<file path="config.mk">
export PLATFORM = sky130hd
export DESIGN_NAME = irq_ctrl
export DESIGN_NICKNAME = d
export VERILOG_FILES = /design/src/rtl/irq_ctrl_pkg.sv /design/src/rtl/irq_ctrl_cdc_sync.sv /design/src/rtl/irq_ctrl.sv
export SDC_FILE = /design/constraint.sdc
export NUM_CORES = 1
export LEC_CHECK = 0
export CORE_AREA = 2 2 71 73
export DETAILED_ROUTE_END_ITERATION = 6
export DIE_AREA = 0 0 73 75
export DONT_BUFFER_PORTS = 1
export SETUP_SLACK_MARGIN = 0.4
export SYNTH_ARGS = -nofsm -noshare
export SYNTH_HDL_FRONTEND = slang
export SYNTH_HIERARCHICAL = 1
export SYNTH_SLANG_ARGS = --single-unit
export TNS_END_PERCENT = 1
</file>
<file path="constraint.sdc">
create_clock -name clk -period 1.4 [get_ports clk]
set_input_delay 0.28 -clock clk [delete_from_list [all_inputs] [get_ports clk]]
set_output_delay 0.28 -clock clk [all_outputs]
set_load 0.01 [all_outputs]
</file>
<file path="src/rtl/irq_ctrl_pkg.sv">
// Shared types and constants for the machine-level interrupt controller.
package lexington;

   typedef enum logic [1:0] {
      IRQ_IDLE    = 2'd0,
      IRQ_REQ     = 2'd1,
      IRQ_HOLDOFF = 2'd2
   } irq_state_t;

   localparam logic [31:0] MCAUSE_MSI = 32'h8000_0003;
   localparam logic [31:0] MCAUSE_MTI = 32'h8000_0007;
   localparam logic [31:0] MCAUSE_MEI = 32'h8000_000B;

   localparam int unsigned MIP_MSIP = 3;
   localparam int unsigned MIP_MTIP = 7;
   localparam int unsigned MIP_MEIP = 11;

   function automatic logic [31:0] strobe_mask(input logic [3:0] strb);
      logic [31:0] m;
      for (int b = 0; b < 4; b++) m[8*b +: 8] = {8{strb[b]}};
      return m;
   endfunction

   // Fixed priority MEI > MSI > MTI; caller guarantees at least one source is active.
   function automatic logic [31:0] pick_cause(input logic mei, input logic msi);
      if (mei)      return MCAUSE_MEI;
      else if (msi) return MCAUSE_MSI;
      else          return MCAUSE_MTI;
   endfunction

endpackage

</file>
<file path="src/rtl/irq_ctrl_cdc_sync.sv">
// Parameterised-width two-flop synchroniser for asynchronous level inputs.
module cdc_sync #(
   parameter int WIDTH = 1
) (
   input  logic             clk,
   input  logic             rst_n,
   input  logic [WIDTH-1:0] d,
   output logic [WIDTH-1:0] q
);

   logic [WIDTH-1:0] meta;

   always_ff @(posedge clk or negedge rst_n) begin
      if (!rst_n) begin
         meta <= '0;
         q    <= '0;
      end else begin
         meta <= d;
         q    <= meta;
      end
   end

endmodule

</file>
<file path="src/rtl/irq_ctrl.sv">
// Machine interrupt controller: MSIP/EXT_PEND/EXT_EN registers, mip view, request FSM.
// External interrupt logic is compiled in only when LEXINGTON_IRQ_EXT_EN is defined.
//
// state       | meaning
// IRQ_IDLE    | no request; latch highest-priority eligible cause
// IRQ_REQ     | irq_req high, cause held until ack or source withdrawn
// IRQ_HOLDOFF | one dead cycle after ack so software's clear can land
module irq_ctrl
   import lexington::*;
#(
   parameter int NUM_EXT = 8
) (
   input  logic               clk,
   input  logic               rst_n,
   input  logic               rd_en,
   input  logic               wr_en,
   input  logic [1:0]         addr,
   input  logic [31:0]        wr_data,
   input  logic [3:0]         wr_strobe,
   output logic [31:0]        rd_data,
   input  logic               mtime_irq,
   input  logic [NUM_EXT-1:0] ext_irq,
   input  logic               mstatus_mie,
   input  logic [31:0]        mie,
   output logic [31:0]        mip,
   output logic               irq_req,
   output logic [31:0]        irq_cause,
   input  logic               irq_ack
);

   logic        msip;
   logic [31:0] ext_pend_w;
   logic [31:0] ext_en_w;
   logic [31:0] active;
   logic        eligible;
   logic        src_live;
   irq_state_t  state_q;
   logic [31:0] cause_q;

`ifdef LEXINGTON_IRQ_EXT_EN
   logic [NUM_EXT-1:0] ext_sync;
   logic [NUM_EXT-1:0] ext_prev;
   logic [NUM_EXT-1:0] ext_rise;
   logic [NUM_EXT-1:0] ext_pend;
   logic [NUM_EXT-1:0] ext_en;
   logic [NUM_EXT-1:0] pend_clr;
   logic [31:0]        byte_mask;
   logic               unused_wr;

   cdc_sync #(.WIDTH(NUM_EXT)) u_ext_sync (
      .clk   (clk),
      .rst_n (rst_n),
      .d     (ext_irq),
      .q     (ext_sync)
   );

   assign byte_mask = strobe_mask(wr_strobe);
   assign ext_rise  = ext_sync & ~ext_prev;
   assign pend_clr  = (wr_en && addr == 2'd1) ? (wr_data[NUM_EXT-1:0] & byte_mask[NUM_EXT-1:0])
                                              : '0;
   assign unused_wr = ^{wr_data, byte_mask};

   // A fresh edge in the same cycle as a W1C keeps the bit set.
   always_ff @(posedge clk or negedge rst_n) begin
      if (!rst_n) begin
         ext_prev <= '0;
         ext_pend <= '0;
         ext_en   <= '0;
      end else begin
         ext_prev <= ext_sync;
         ext_pend <= (ext_pend & ~pend_clr) | ext_rise;
         if (wr_en && addr == 2'd2)
            ext_en <= (ext_en & ~byte_mask[NUM_EXT-1:0])
                    | (wr_data[NUM_EXT-1:0] & byte_mask[NUM_EXT-1:0]);
      end
   end

   always_comb begin
      ext_pend_w = '0;
      ext_en_w   = '0;
      ext_pend_w[NUM_EXT-1:0] = ext_pend;
      ext_en_w[NUM_EXT-1:0]   = ext_en;
   end
`else
   logic unused_ext;

   assign ext_pend_w = '0;
   assign ext_en_w   = '0;
   assign unused_ext = ^{ext_irq, wr_data[31:1], wr_strobe[3:1]};
`endif

   always_ff @(posedge clk or negedge rst_n) begin
      if (!rst_n)
         msip <= 1'b0;
      else if (wr_en && addr == 2'd0 && wr_strobe[0])
         msip <= wr_data[0];
   end

   always_comb begin
      mip           = '0;
      mip[MIP_MSIP] = msip;
      mip[MIP_MTIP] = mtime_irq;
      mip[MIP_MEIP] = |(ext_pend_w & ext_en_w);
   end

   always_comb begin
      rd_data = '0;
      if (rd_en) begin
         case (addr)
            2'd0:    rd_data = {31'b0, msip};
            2'd1:    rd_data = ext_pend_w;
            2'd2:    rd_data = ext_en_w;
            default: rd_data = '0;
         endcase
      end
   end

   assign active   = mip & mie;
   assign eligible = mstatus_mie && (|active);
   // Cause codes equal their mip bit index, so the latched cause selects its own source.
   assign src_live = active[cause_q[4:0]];

   always_ff @(posedge clk or negedge rst_n) begin
      if (!rst_n) begin
         state_q <= IRQ_IDLE;
         cause_q <= '0;
      end else begin
         case (state_q)
            IRQ_IDLE: begin
               if (eligible) begin
                  cause_q <= pick_cause(active[MIP_MEIP], active[MIP_MSIP]);
                  state_q <= IRQ_REQ;
               end
            end
            IRQ_REQ: begin
               if (irq_ack)
                  state_q <= IRQ_HOLDOFF;
               else if (!mstatus_mie || !src_live)
                  state_q <= IRQ_IDLE;
            end
            IRQ_HOLDOFF: state_q <= IRQ_IDLE;
            default:     state_q <= IRQ_IDLE;
         endcase
      end
   end

   assign irq_req   = (state_q == IRQ_REQ);
   assign irq_cause = cause_q;

endmodule

</file>
# ---- Yosys cells after proc, flatten, opt, wreduce, memory -nomap -nowiden
# Index checks and enable logic that the tools add are counted.
dict set report classes {
  n_addsub 0
  div 0
  shift 0
  multipliers 0
  n_reduce_logical 11
  n_bitwise 1
  n_lt_le_gt_ge 1
  n_mux 10
  n_eq_ne 3
}
# cell count
set ops {}
lappend ops {{$and A8 B32 Y32} 1}
lappend ops {{$reduce_or A32 Y1} 1}
lappend ops {{$lt A5 B6 Y1 const B} 1}
lappend ops {{$mux W2} 3}
lappend ops {{$bmux W1 S5} 1}
lappend ops {{$logic_not A2 Y1} 2}
lappend ops {{$mux W4} 1}
lappend ops {{$pmux W2 S2} 1}
lappend ops {{$reduce_and A2 Y1} 2}
lappend ops {{$logic_and A1 B1 Y1} 3}
lappend ops {{$mux W1} 3}
lappend ops {{$mux W3} 1}
lappend ops {{$ne A3 B1 Y1 const B} 1}
lappend ops {{$eq A2 B1 Y1 const B} 1}
lappend ops {{$logic_not A1 Y1} 2}
lappend ops {{$ne A2 B2 Y1 const B} 1}
lappend ops {{$logic_or A1 B1 Y1} 1}
dict set report word_totals {
  reg_bits 35
  memories 0
  latchBits 0
  input_bits 85
  ram_bits 0
  word_cells 29
  mem_bits_ro 0
}

# ---- Depth between registers and ports, before layout
# Gate-level depths: netlist of the first run.
dict set report depth {
  depth_word 8
  depth_mapped 3
  ltp_nobuf 3
}

# ---- Worst setup path before layout of the first run
# OpenSTA, ideal clock, no wires.
dict set report synth_path {
  path_kind {input to register}
  startpoint {input port addr[1]}
  endpoint {register msip}
  cell_stages 3
  setup_time_ns 0.125
  path_slack_ns 0.506
  required_time_ns 1.275
  arrival_time_ns 0.769
  cell_sequence {nor2_1 > nand3_1 > mux2_4}
}
dict set report synth_between {
  elab_chain_len 3
}
# element line_no
set synth_rtl {}
lappend synth_rtl {{start, declared} irq_ctrl.sv:17} ;# input logic [1:0] addr,
lappend synth_rtl {{$logic_not A2 Y1} irq_ctrl.sv:95} ;# else if (wr_en && addr == 2'd0 && wr_strobe[0])
lappend synth_rtl {{$logic_and A1 B1 Y1 (2 in a row)} irq_ctrl.sv:95}
lappend synth_rtl {{end signal, assigned} irq_ctrl.sv:96} ;# msip <= wr_data[0];
lappend synth_rtl {{end, declared} irq_ctrl.sv:31} ;# logic msip;
# Every way passes these cells.
# A chain may end at the register's enable or synchronous reset.

# ---- Worst setup path after layout of the first run
dict set report layout_path {
  startpoint {register msip}
  endpoint {output port rd_data[0]}
}
dict set report layout_between {
  elab_chain_len 2
}
# element line_no
set layout_rtl {}
lappend layout_rtl {{$mux W1} irq_ctrl.sv:109} ;# case (addr)
lappend layout_rtl {{$mux W1} irq_ctrl.sv:108} ;# if (rd_en) begin
lappend layout_rtl {{end, declared} irq_ctrl.sv:20} ;# output logic [31:0] rd_data,
# Every way passes these cells.

==> out/qor.yml, run 1 <==
sta:
  finalSetupTns_ps: 0
  rsz0062_at_grt: "true"
  worst_slack_ps: 223
  fmax_mhz: 849
  hold_viol_final: 0
  drv_slew: 0
  min_period_ps: 1180
  fin_crit_sh_pct: 84.1
  setup-violations-final: 0
  finClkSkew_ps: 1.52
synth:
  yosysWarnings: 6
  ys_seq_area_share_pct: 13.2
  yosysUniqueCellTypes: 17
  synth_seq_cells: 5
  syn_avg_cell_area_sq_um: 8.24
  syn_area_sq_um: 947
  synth_cells: 115
global_routing:
  grt_max_degree: 7
  grt_pass1_wl_mm: 1.13
  antenna_found_initial: 0
  track_usage_pct: 2.96
  grt_pass1_vias: 237
  overflow: 0
route:
  ant_nets: 0
  num_vias: 431
  vias_per_cell: 2.55
  wl_per_cell_um: 6.59
  drt_iter0_drc: 21
  dr.pass1.iters: 2
  drt-total-wl_mm: 1.11
  drcViolationCount: 0
setup_path:
  cp_slowest_stage_delay_ps: 450
  r2r_cells: 3
  criticalPathCategory: "reg -> out"
  cp-end-kind: "output pin"
  r2r_start: "msip"
  critPathBufInv: 0
  ff2ff_setup_slack_ps: 380
  crit_slowest_cell: "dfrtp_2"
  crit_family: "flip-flops"
  cp_cell_sequence: "and3_4"
  required_ps: 1120
  cp_num_cells: 1
  cp_max_fo: 6
  cp.arrival_ps: 900
  critPathLaunchType: "flip-flop"
  r2r-end: "state_q[0]"
placed_design:
  place.gp.congestion: 0.543
  dpl.hpwl_mm: 1.02
  placed_cell_area_sq_um: 647
  portBuffers: 0
  pre_cts_ws_ps: 324
outcome:
  status: "complete, no violations"
power:
  power_uw: 658
  powerDensity_nw_per_um2: 929
  p_leak_nw: 0.424
  ir_drop_uv: 242
clocking:
  clk_latency_ps: 220
  cts_root_buf: "clkbuf_8"
  cts_inserted_buffers: 3
  htree_levels: 1
  cts_max_path_buffers: 2
  cts_tree: "done"
  cts_sinks: 5
  cts.clk_slew.worst_paths_ps: 30
floorplanning:
  start_util_pct: 20.3
  fp.dieW_um: 73
  core_area_sq_um: 4660
  chipHeight_um: 75
  die_area_sq_um: 5480
  ios: 182
  num_rows: 25
finish:
  nets: 201
  mostFrequentLayoutCell: "conb_1"
  fin_area_sq_um: 708
  area_growth_pct: -25.2
  drive_above_1_share_pct: 6.96
  mostFrequentLayoutCells: "conb_1 (89), dfrtp_1 (4), a31oi_1 (3), clkbuf_8 (3)"
  diodes: 0
min_path:
  hold_depth: 1
  hp-class: "in -> reg"
  holdPathEnd: "irq_cause[2]"
  hp-start: "mie[3]"
run:
  maxCapViolations: 0
==> cell families (layout without fill, tap and decap cells) <==
family,Yosys count,in the layout,share of synthesized area (%)
buffers and inverters,93,5,73.7
DFF,5,5,13.2
AOI/OAI and AO/OA,5,5,3.43
muxes,1,1,1.58
other,1,89,0.396
and+or+nand+nor,10,10,7.66
==> power breakdown <==
group | total, mW | internal [mW] | switching, mW
Clock | 0.262 | 0.195 | 0.0671
Sequential | 0.214 | 0.172 | 0.0420
Combinational | 0.182 | 0.0421 | 0.140
Total | 0.658 | 0.409 | 0.249
==> worst max-delay path by stage <==
stage,startpoint,to
after floorplan,addr[1],msip
after global placement,msip,rd_data[0]
after detailed placement,msip,state_q[0]
after CTS,msip,rd_data[0]
after global routing,msip,rd_data[0]
final,msip,rd_data[0]
==> per-layer routing <==
layer	GRT usage, %	up-vias	part of all wire, %
li1	-	180	-
met2	5.01	62	53
met4	1.85	0	0
met1	2.65	189	27
met5	0	-	0
met3	1.87	0	20
==> repair_timing <==
item                       in CTS  in global routing
gates resized for setup         2                  0
pin swaps                       0                  1
hold endpoints to repair        5                  0
buffers inserted                0                  0
setup endpoints to repair       8                  8
hold buffers                    1                  0
==> synth_stat cells <==
master     count  area (sq um)
nand2_1        1          3.75
a31oi_1        3          18.8
buf_4         93           698
a22o_1         1          8.76
o21ai_0        1          5.00
conb_1         1          3.75
dfrtp_1        5           125
nand3_1        1          5.00
and2_1         1          6.26
nor3b_2        1          12.5
and3_1         1          6.26
nand2b_1       1          6.26
nand4bb_1      1          11.3
and3b_1        1          8.76
mux2_4         1          15.0
and2b_2        1          8.76
nor2_1         1          3.75
==> stage by stage <==
stage / std cells / hold slack, ps / utilization, %
after global routing: 169 / 157 / 15.2
after floorplan: 203 / -15.6 / -
final: 169 / 153 / 15.2
after detailed placement: 164 / -15.5 / 13.9
after global placement: 164 / -15.5 / 13.9
after CTS: 169 / 151 / 15.2
==> area by class of cell <==
cell class | count | area (sq um)
fillers | 528 | 3950
multi-input cells | 105 | 459
flip-flops and latches | 5 | 126
well taps | 54 | 67.6
clock buffers | 4 | 45.0
repair buffers | 1 | 10.0
==> state kept, by name, indices dropped and copies added (netlist names) <==
register   flops
irq_cause      2
msip           1
state_q        2
Note: power is estimated with default switching activity, not from simulation.
==> inputs of run 2 (changes only) <==
- clock period: 1.4 -> 1.1 ns (I/O delays scaled with it)
==> out/qor.yml, run 2 (synthesis gave the netlist of run 1 again) <==
outcome:
  status: "complete, no violations"
floorplanning:
  start_util_pct: 20.3
  die_area_sq_um: 5480
  core_area_sq_um: 4660
  fp.dieW_um: 73
  num_rows: 25
  chipHeight_um: 75
  ios: 182
clocking:
  cts_tree: "done"
  cts_max_path_buffers: 2
  cts_root_buf: "clkbuf_8"
  cts_sinks: 5
  cts_inserted_buffers: 3
  clk_latency_ps: 220
  cts.clk_slew.worst_paths_ps: 40
  htree_levels: 1
route:
  drt-total-wl_mm: 1.10
  num_vias: 435
  ant_nets: 0
  drcViolationCount: 0
  vias_per_cell: 2.54
  wl_per_cell_um: 6.44
  drt_iter0_drc: 2
  dr.pass1.iters: 3
finish:
  diodes: 0
  drive_above_1_share_pct: 9.40
  area_growth_pct: -23.0
  mostFrequentLayoutCell: "conb_1"
  mostFrequentLayoutCells: "conb_1 (89), dfrtp_1 (4), a31oi_1 (3), clkbuf_8 (3)"
  nets: 203
  nFillCells: 530
  utilization_pct: 15.7
  instances_no_fill: 171
global_routing:
  antenna_found_initial: 0
  overflow: 0
  track_usage_pct: 2.82
  grt_pass1_vias: 231
  grt_pass1_wl_mm: 1.03
  grt_max_degree: 7
sta:
  setup-violations-final: 0
  fin_crit_sh_pct: 98.9
  min_period_ps: 1090
  hold_viol_final: 0
  fmax_mhz: 919
  worst_slack_ps: 12.3
  drv_slew: 0
  finalSetupTns_ps: 0
  rsz0062_at_grt: "true"
  finClkSkew_ps: 2.75
setup_path:
  crit_slowest_cell: "dfrtp_2"
  cp_cell_sequence: "and3_4"
  critPathBufInv: 0
  cp_max_fo: 6
  cp.arrival_ps: 870
  required_ps: 880
  criticalPathCategory: "reg -> out"
  crit_family: "flip-flops"
  critPathLaunchType: "flip-flop"
  cp-end-kind: "output pin"
  cp_slowest_stage_delay_ps: 430
min_path:
  hp-class: "in -> reg"
power:
  ir_drop_uv: 552
  p_leak_nw: 0.437
  powerDensity_nw_per_um2: 1190
placed_design:
  pre_cts_ws_ps: 77.6
  place.gp.congestion: 0.562
  dpl.hpwl_um: 970
  portBuffers: 0
  dp_cells: 166
run:
  maxCapViolations: 0
-- run 2: changes by cell type in the layout (fill, tap and decap cells not counted) --
cell | before | now
and2_1 | 1 | 0
o21ai_0 | 1 | 0
buf_4 | 0 | 1
o21ai_1 | 0 | 1
and2_4 | 0 | 1
buf_6 | 0 | 1
-- run 2: worst paths after layout --
path | slack, ps | endpoint | depth (start not counted) | startpoint
setup reg to reg | 70 | state_q[0] | 3 | msip
hold / removal | 90 | irq_cause[2] | 1 | mie[3]
setup / recovery | 10 | rd_data[0] | 1 | msip
hold reg to reg | 520 | irq_cause[1] | 1 | irq_cause[1]
max in group asynchronous | 580 | msip | 1 | rst_n
min in group asynchronous | 300 | state_q[0] | 1 | rst_n
-- run 2: cell type report --
| cell class | count | area, sq um | area share (%) |
|---|---|---|---|
| Sequential cell | 5 | 126 | 17.3 |
| Multi-Input combinational cell | 105 | 462 | 63.3 |
| Tap cell | 54 | 67.6 | 9.26 |
| Timing Repair Buffer | 3 | 28.8 | 3.95 |
| Clock buffer | 4 | 45.0 | 6.17 |
-- run 2: where the power goes --
group          switching, mW  internal [mW]  total [mW]  leakage [nW]
Sequential            0.0488          0.219       0.268        0.0578
Clock                 0.0997          0.250       0.349        0.0228
Combinational          0.186         0.0665       0.252         0.356
Total                  0.334          0.535       0.869         0.437
-- run 2: layer usage --
metal	GRT usage (%)	up-vias	routed length (um)
met1	2.49	185	302
met5	0	-	0
met3	1.34	2	213
met2	4.70	65	576
met4	2.67	0	10
li1	-	183	-
-- run 2: repair_timing --
item,CTS,global route
hold buffers,1,0
setup buffers,0,0
setup endpoints to repair,12,12
endpoints found under the hold margin,5,0
cloned,0,0
pin swaps,0,5
resized for setup,2,2
-- run 2: per-stage QoR --
stage                     area, sq um  hold slack (ps)  power, mW
after floorplan                  1280            -75.6      0.713
after global placement            662            -75.5      0.499
after detailed placement          662            -75.5      0.502
after CTS                         723             89.3      0.869
after global routing              729              105      0.931
final                             729             91.4      0.869
==> inputs of run 3 (changes only) <==
- HOLD_SLACK_MARGIN: default -> 0.02
==> results of run 3 <==
Same layout as run 2: the final DEF is identical, and so are final timing and power.
